File: src/rtl/spi_xfer_seq.sv
// spi_xfer_seq: drives a byte-wide SB_SPI register port to run multi-byte full-duplex transfers.
// Optional SPISR poll timeout: define SPI_XFER_SEQ_TIMEOUT_EN.
module spi_xfer_seq #(
  parameter logic [3:0] BASE_ADDR74 = 4'b0000,
  parameter int         LEN_W       = 8,
  parameter logic [7:0] CS_ON_VAL   = 8'hFE,
  parameter logic [7:0] CS_OFF_VAL  = 8'hFF,
  parameter int         POLL_LIMIT  = 1024
) (
  input  logic             clk,
  input  logic             rst,
  input  logic             start,
  input  logic [LEN_W-1:0] len,
  input  logic [7:0]       tx_data,
  input  logic             tx_valid,
  output logic             tx_ready,
  output logic [7:0]       rx_data,
  output logic             rx_valid,
  output logic             busy,
  output logic             done,
  output logic             err,
  output logic             bus_cs,
  output logic             bus_we,
  output logic [7:0]       bus_addr,
  output logic [7:0]       bus_din,
  input  logic [7:0]       bus_dout,
  input  logic             bus_rdy
);

  localparam logic [3:0] REG_SR = 4'hC;
  localparam logic [3:0] REG_TX = 4'hD;
  localparam logic [3:0] REG_RX = 4'hE;
  localparam logic [3:0] REG_CS = 4'hF;
  localparam int TRDY_BIT = 4;
  localparam int RRDY_BIT = 3;

  typedef logic [$clog2(POLL_LIMIT+1)-1:0] poll_cnt_t;

  typedef enum logic [3:0] {
    S_IDLE, S_CS_ON, S_POLL_T, S_WAIT_TX, S_WR_TX, S_POLL_R, S_RD_RX, S_CS_OFF, S_FIN
  } state_e;

  state_e           state_q, state_d;
  logic             gap_q, gap_d;
  logic [LEN_W-1:0] rem_q, rem_d;
  logic [7:0]       txb_q, txb_d;
  logic [7:0]       rx_data_q, rx_data_d;
  logic             rx_valid_q, rx_valid_d;
  logic             acc_state, acc_done, poll_flag;

`ifdef SPI_XFER_SEQ_TIMEOUT_EN
  localparam poll_cnt_t POLL_MAX = poll_cnt_t'(POLL_LIMIT - 1);
  poll_cnt_t poll_q, poll_d;
  logic      err_q, err_d;
  assign err = err_q;
`else
  assign err = 1'b0;
`endif

  // gap_q marks the mandatory idle cycle after every completed access
  assign acc_state = (state_q == S_CS_ON) || (state_q == S_POLL_T) || (state_q == S_WR_TX) ||
                     (state_q == S_POLL_R) || (state_q == S_RD_RX) || (state_q == S_CS_OFF);
  assign acc_done  = acc_state && !gap_q && bus_rdy;
  assign poll_flag = (state_q == S_POLL_T) ? bus_dout[TRDY_BIT] : bus_dout[RRDY_BIT];
  assign rx_data   = rx_data_q;
  assign rx_valid  = rx_valid_q;

  always_ff @(posedge clk or posedge rst) begin
    if (rst) begin
      state_q    <= S_IDLE;
      gap_q      <= 1'b0;
      rem_q      <= '0;
      txb_q      <= '0;
      rx_data_q  <= '0;
      rx_valid_q <= 1'b0;
`ifdef SPI_XFER_SEQ_TIMEOUT_EN
      poll_q     <= '0;
      err_q      <= 1'b0;
`endif
    end else begin
      state_q    <= state_d;
      gap_q      <= gap_d;
      rem_q      <= rem_d;
      txb_q      <= txb_d;
      rx_data_q  <= rx_data_d;
      rx_valid_q <= rx_valid_d;
`ifdef SPI_XFER_SEQ_TIMEOUT_EN
      poll_q     <= poll_d;
      err_q      <= err_d;
`endif
    end
  end

  always_comb begin
    state_d    = state_q;
    gap_d      = acc_done;
    rem_d      = rem_q;
    txb_d      = txb_q;
    rx_data_d  = rx_data_q;
    rx_valid_d = 1'b0;
`ifdef SPI_XFER_SEQ_TIMEOUT_EN
    poll_d     = poll_q;
    err_d      = err_q;
`endif
    case (state_q)
      S_IDLE: begin
        if (start) begin
          if (len != '0) begin
            rem_d   = len;
            state_d = S_CS_ON;
`ifdef SPI_XFER_SEQ_TIMEOUT_EN
            err_d   = 1'b0;
`endif
          end else begin
            state_d = S_FIN;
          end
        end
      end
      S_CS_ON:  if (acc_done) state_d = S_POLL_T;
      S_POLL_T, S_POLL_R: begin
        if (acc_done) begin
          if (poll_flag) begin
            state_d = (state_q == S_POLL_T) ? S_WAIT_TX : S_RD_RX;
          end
`ifdef SPI_XFER_SEQ_TIMEOUT_EN
          else if (poll_q == POLL_MAX) begin
            err_d   = 1'b1;
            state_d = S_CS_OFF;
          end else begin
            poll_d = poll_q + poll_cnt_t'(1);
          end
`endif
        end
      end
      S_WAIT_TX: begin
        if (tx_valid) begin
          txb_d   = tx_data;
          state_d = S_WR_TX;
        end
      end
      S_WR_TX:  if (acc_done) state_d = S_POLL_R;
      S_RD_RX: begin
        if (acc_done) begin
          rx_data_d  = bus_dout;
          rx_valid_d = 1'b1;
          rem_d      = rem_q - LEN_W'(1);
          state_d    = (rem_q == LEN_W'(1)) ? S_CS_OFF : S_POLL_T;
        end
      end
      S_CS_OFF: if (acc_done) state_d = S_FIN;
      S_FIN:    state_d = S_IDLE;
      default:  state_d = S_IDLE;
    endcase
`ifdef SPI_XFER_SEQ_TIMEOUT_EN
    // consecutive-read count restarts whenever a poll state is left
    if (state_d != state_q) poll_d = '0;
`endif
  end

  always_comb begin
    bus_we   = 1'b0;
    bus_addr = 8'h00;
    bus_din  = 8'h00;
    tx_ready = 1'b0;
    done     = 1'b0;
    case (state_q)
      S_CS_ON: begin
        bus_we   = 1'b1;
        bus_addr = {BASE_ADDR74, REG_CS};
        bus_din  = CS_ON_VAL;
      end
      S_POLL_T, S_POLL_R: bus_addr = {BASE_ADDR74, REG_SR};
      S_WAIT_TX:          tx_ready = 1'b1;
      S_WR_TX: begin
        bus_we   = 1'b1;
        bus_addr = {BASE_ADDR74, REG_TX};
        bus_din  = txb_q;
      end
      S_RD_RX:            bus_addr = {BASE_ADDR74, REG_RX};
      S_CS_OFF: begin
        bus_we   = 1'b1;
        bus_addr = {BASE_ADDR74, REG_CS};
        bus_din  = CS_OFF_VAL;
      end
      S_FIN:              done = 1'b1;
      default: ;
    endcase
    bus_cs = acc_state && !gap_q;
    busy   = (state_q != S_IDLE) && (state_q != S_FIN);
  end

endmodule

File: config.mk
export PLATFORM = sky130hd
export DESIGN_NAME = spi_xfer_seq
export DESIGN_NICKNAME = d
export VERILOG_FILES = /design/src/rtl/spi_xfer_seq.sv
export SDC_FILE = /design/constraint.sdc
export NUM_CORES = 1
export LEC_CHECK = 0
export ABC_AREA = 1
export CELL_PAD_IN_SITES_DETAIL_PLACEMENT = 0
export CELL_PAD_IN_SITES_GLOBAL_PLACEMENT = 2
export CORE_MARGIN = 4
export CORE_UTILIZATION = 24
export DETAILED_ROUTE_END_ITERATION = 7
export HOLD_SLACK_MARGIN = 0.06
export PLACE_DENSITY_LB_ADDON = 0.1
export SLEW_MARGIN = 20
export SYNTH_ARGS = -nofsm -noshare
export SYNTH_HDL_FRONTEND = slang
export SYNTH_SLANG_ARGS = --single-unit
File: constraint.sdc
create_clock -name clk -period 1.8 [get_ports clk]
set_input_delay 0.27 -clock clk [delete_from_list [all_inputs] [get_ports clk]]
set_output_delay 0.27 -clock clk [all_outputs]
set_load 0.05 [all_outputs]
Word-level counts from Yosys, hierarchy flattened

Cells that the tools add are included.

Register bits: 30
Bits of input ports: 29
Output and inout bits: 31
Logic and storage cells: 70

Add/subtract/negate cells: 1
Equality and inequality tests: 19
Multiplexer cells: 24
Reduce and logical (&&, ||, !) cells: 20

Operators by type and width:

| cell                                                | number |
|---|---|
| two-way mux 4 bit                                   | 9 |
| one-hot mux 4 bit (7 select lines)                  | 1 |
| two-way mux 8 bit                                   | 3 |
| one-hot mux 8 bit (3 select lines)                  | 1 |
| != test 2 bit, second input constant                | 9 |
| equality test 4 x 3 -> 1 bit, second input constant | 4 |
| one-hot mux 4 bit (4 select lines)                  | 1 |
| one-hot mux 8 bit (2 select lines)                  | 1 |
| equality test 4 x 2 -> 1 bit, second input constant | 2 |
| equality test 8 x 1 -> 1 bit, second input constant | 1 |
| AND reduction 8 bit                                 | 1 |
| nonzero test 8 bit                                  | 1 |
| subtractor 8 x 1 -> 8 bit, second input constant    | 1 |
| two-way mux 1 bit                                   | 6 |
| two-way mux 3 bit                                   | 2 |
| logical OR 1 bit                                    | 5 |
| equality test 4 x 1 -> 1 bit, second input constant | 1 |
| equality test 4 bit, second input constant          | 1 |
| zero test 4 bit                                     | 1 |
| != test 4 bit, second input constant                | 1 |
| AND reduction 2 bit                                 | 2 |
| AND reduction 4 bit                                 | 1 |
| nonzero test 4 bit                                  | 1 |
| OR reduction 2 bit                                  | 2 |
| other kinds (4)                                     | 6 |

Depth between registers and ports, before layout

Word-level depth: 10
Mapped depth: 10
Mapped depth without buffers: 10

Worst setup path before layout

OpenSTA, ideal clock, no wires.

Path kind: register -> output
From: register state_q[1]
To: output bus_din[0]
Arrival: 2009 ps
Setup slack: -479 ps
Cell stages (with the launch flop): 6
Cell sequence: dfrtp_1 > nor2_1 > inv_2 > nor2_1 > inv_1 > o21ai_0

Longest elaborated chain between the ends: 2

Ends and longest elaborated chain:

| element                                                                      | line | text |
|---|---|---|
| start: declaration                                                           | 43   | `state_e state_q, state_d;` |
| start signal: assignment                                                     | 81   | `state_q <= state_d;` |
| equality test 4 x 3 -> 1 bit or equality test 4 x 1 -> 1 bit (tied branches) | 166  | `case (state_q)` |
| one-hot mux 8 bit (3 select lines) *                                         | 166  |  |
| end: declaration                                                             | 25   | `output logic [7:0] bus_din,` |

Mark *: on every way between the ends. The rest lies on a longest branch, timed or not.

Final worst setup path

From: register state_q[1]
To: output bus_din[2]

Same word-level chain as after synthesis.

==> metrics.yaml <==
min_path:
  min_path_type: "in2async"
power_and_ir_drop:
  peakVddDrop_v: 0.00108
  power.density_nw_per_um2: 2170
  p_leak_nw: 1.45
drt:
  detail-route-antenna-nets: 0
  via_count: 1757
  routed_via_density: 4.11
  drtIter0Drc: 65
  drc: 0
  drtPass1Iterations: 4
  wl_per_cell_um: 12.2
  drt-total-wl_um: 5210
synthesis:
  synthCells: 251
  synthArstFlopShare_pct: 100
  yosysWarningCount: 0
  synthesis.area_um2: 1820
  synthDistinctLibCells: 29
  ys.flop_type: "dfrtp_1"
  avgSynthCellArea_um2: 7.23
  synth-edff-count: 0
  ys_ff_latch: 30
  ys_seq_area_share_pct: 41.4
floorplanning:
  ios: 60
  die_area_um2: 9020
  coreArea_um2: 7290
  rows: 31
  die_x_um: 95.0
  start_util_pct: 24.9
  die_h_um: 95.0
placed_design:
  place_congestion: 0.789
  place.port_buffers: 54
  hpwl_um: 3830
  place_ws_ps: 68.8
final_layout:
  fillers: 777
  antennaDiodeCount: 0
  drive_above_1_share_pct: 29.8
  final_common_cell: "nand2_1"
  nets: 360
  area_growth_pct: 63.1
  mostFrequentLayoutCells: "74 x nand2_1, 36 x clkdlybuf4s50_1, 28 x nor2_1, 27 x inv_1, 27 x dfrtp_1"
clock_network:
  cts-hold-fix-buffers: 0
  cts.htree.levels: 2
  cts_buffers: 5
  clock-sinks: 30
  clock_path_buffers: 2
  clk_latency_ps: 280
  path_clk_slew_ps: 60
  cts-root-buf: "clkbuf_8"
  cts_tree: "built"
flow_run:
  max-cap-violations: 0
timing:
  period_share_pct: 104
  setup-violations-final: 11
  slew_violations: 0
  setup_ws_ps: -69.8
  fmax_mhz: 535
  hold_viol_final: 0
  setup-tns-final_ps: -559
  skew_ps: 5.26
  period_needed_ps: 1870
  tightest_slew_ps: 495
  slew_headroom_pct: 66.9
  rsz0062_at_grt: "true"
critical_path:
  arrival_ps: 1600
  worstRegToRegCells: 11
  crit_top_cell: "nor2_4"
  r2r-start: "state_q[1]"
  critical_path_required_ps: 1530
  crit_buf_inv: 3
  path_class: "reg2out"
  rrSetupSlack_ps: 210
  cp_slowest_cell: "dfrtp_2"
  start_kind: "flip-flop"
  cp_top_family: "flip-flops"
  crit_fanout: 6
  regToRegEndpoint: "rem_q[7]"
  end_kind: "output port"
  worstPathCellList: "nor2_4 > inv_2 > nor2_4 > clkinvlp_4 > o21ai_2 > buf_12"
  slowest_delay_ps: 460
global_route:
  antenna_found_initial: 0
  grt_max_degree: 31
  track_usage_pct: 12.7
  grt_pass1_vias: 1837
  overflow: 0
  grt_pass1_wl_um: 8880
outcome:
  status: "finished, violations left"
  failed_checks: "negative setup slack"
[cells in the mapped netlist, drive strengths merged, types with 2 or more instances]
cell type / instances / area share [%]
a21oi: 11 / 3.2
buf: 8 / 3.2
dfrtp: 30 / 41
ha: 2 / 1.4
inv: 39 / 8.3
nand2: 86 / 20
nand3: 6 / 2.6
nand4: 3 / 1.0
nor2: 36 / 9.0
o21ai: 25 / 8.5
[worst max path at each step]
stage                  to  cells after the start        from  slack, ps
2_1_floorplan  bus_din[0]                      5  state_q[1]       -120
3_3_place_gp   bus_din[4]                      6  state_q[1]         50
3_5_place_dp   bus_din[5]                      6  state_q[1]         70
4_1_cts        bus_din[2]                      6  state_q[1]       -110
5_1_grt        bus_din[6]                      6  state_q[1]       -180
6_report       bus_din[2]                      6  state_q[1]        -70
[worst min-delay path, stage by stage]
cell             delay [ps]
clkdlybuf4s50_1         400
inv_1                    50
buf_4                   370
[logic make-up after synthesis]
logic type / synth area share (%)
AND/OR/NAND/NOR: 32.9
buffers and inverters: 11.5
AO/OA/AOI/OAI: 12.2
flip-flops: 41.4
adder cells (fa/ha/maj): 1.38
XOR/XNOR: 0.483
other: 0.207
[timing repair]
| action | 4_1_cts | 5_1_grt |
|---|---|---|
| pin swaps | 4 | 2 |
| cloned | 2 | 0 |
| setup endpoints to repair | 13 | 13 |
| resized for setup | 32 | 9 |
| buffers inserted | 11 | 2 |
| hold endpoints to repair | 0 | 0 |
[where the power goes]
| group | internal [mW] | leakage [nW] | switching (mW) |
|---|---|---|---|
| Sequential | 0.971 | 0.361 | 0.215 |
| Clock | 0.266 | 0.0383 | 0.252 |
| Combinational | 1.97 | 1.05 | 2.76 |
| Total | 3.21 | 1.45 | 3.22 |
[cell type report]
cell class,instances,area (um2),area share [%]
multi-input combinational,178,985,33.3
timing repair buffer,73,850,28.7
sequential,30,754,25.5
inverter,39,156,5.28
tap,99,124,4.18
clock buffer,7,76.3,2.58
timing repair inverter,2,15.0,0.507
[through the flow]
step                hold slack [ps]  area, um2  instances  utilization, %  power [mW]
floorplan                       361       1830        255               -        3.69
global placement                468       2640        406            36.2        5.43
detailed placement              467       2640        406            36.2        5.41
CTS                             416       2910        426            39.9        6.40
global route                    462       2960        428            40.6        6.88
finish                          391       2960        428            40.6        6.43
[per-layer routing]
layer | up-vias | part of all wire [%] | global-route usage [%]
met2 | 36 | 48 | 20.0
met5 | - | 0 | 0
met3 | 6 | 5.7 | 4.06
met1 | 797 | 45 | 16.4
met4 | 0 | 1.5 | 4.33
li1 | 918 | - | -
[flip-flops by register name, summed over array words and instances, names as in the netlist]
| signal | count |
|---|---|
| gap_q | 1 |
| rem_q | 8 |
| rx_data | 8 |
| rx_valid | 1 |
| state_q | 4 |
| txb_q | 8 |
(Power assumes the default switching activity.)
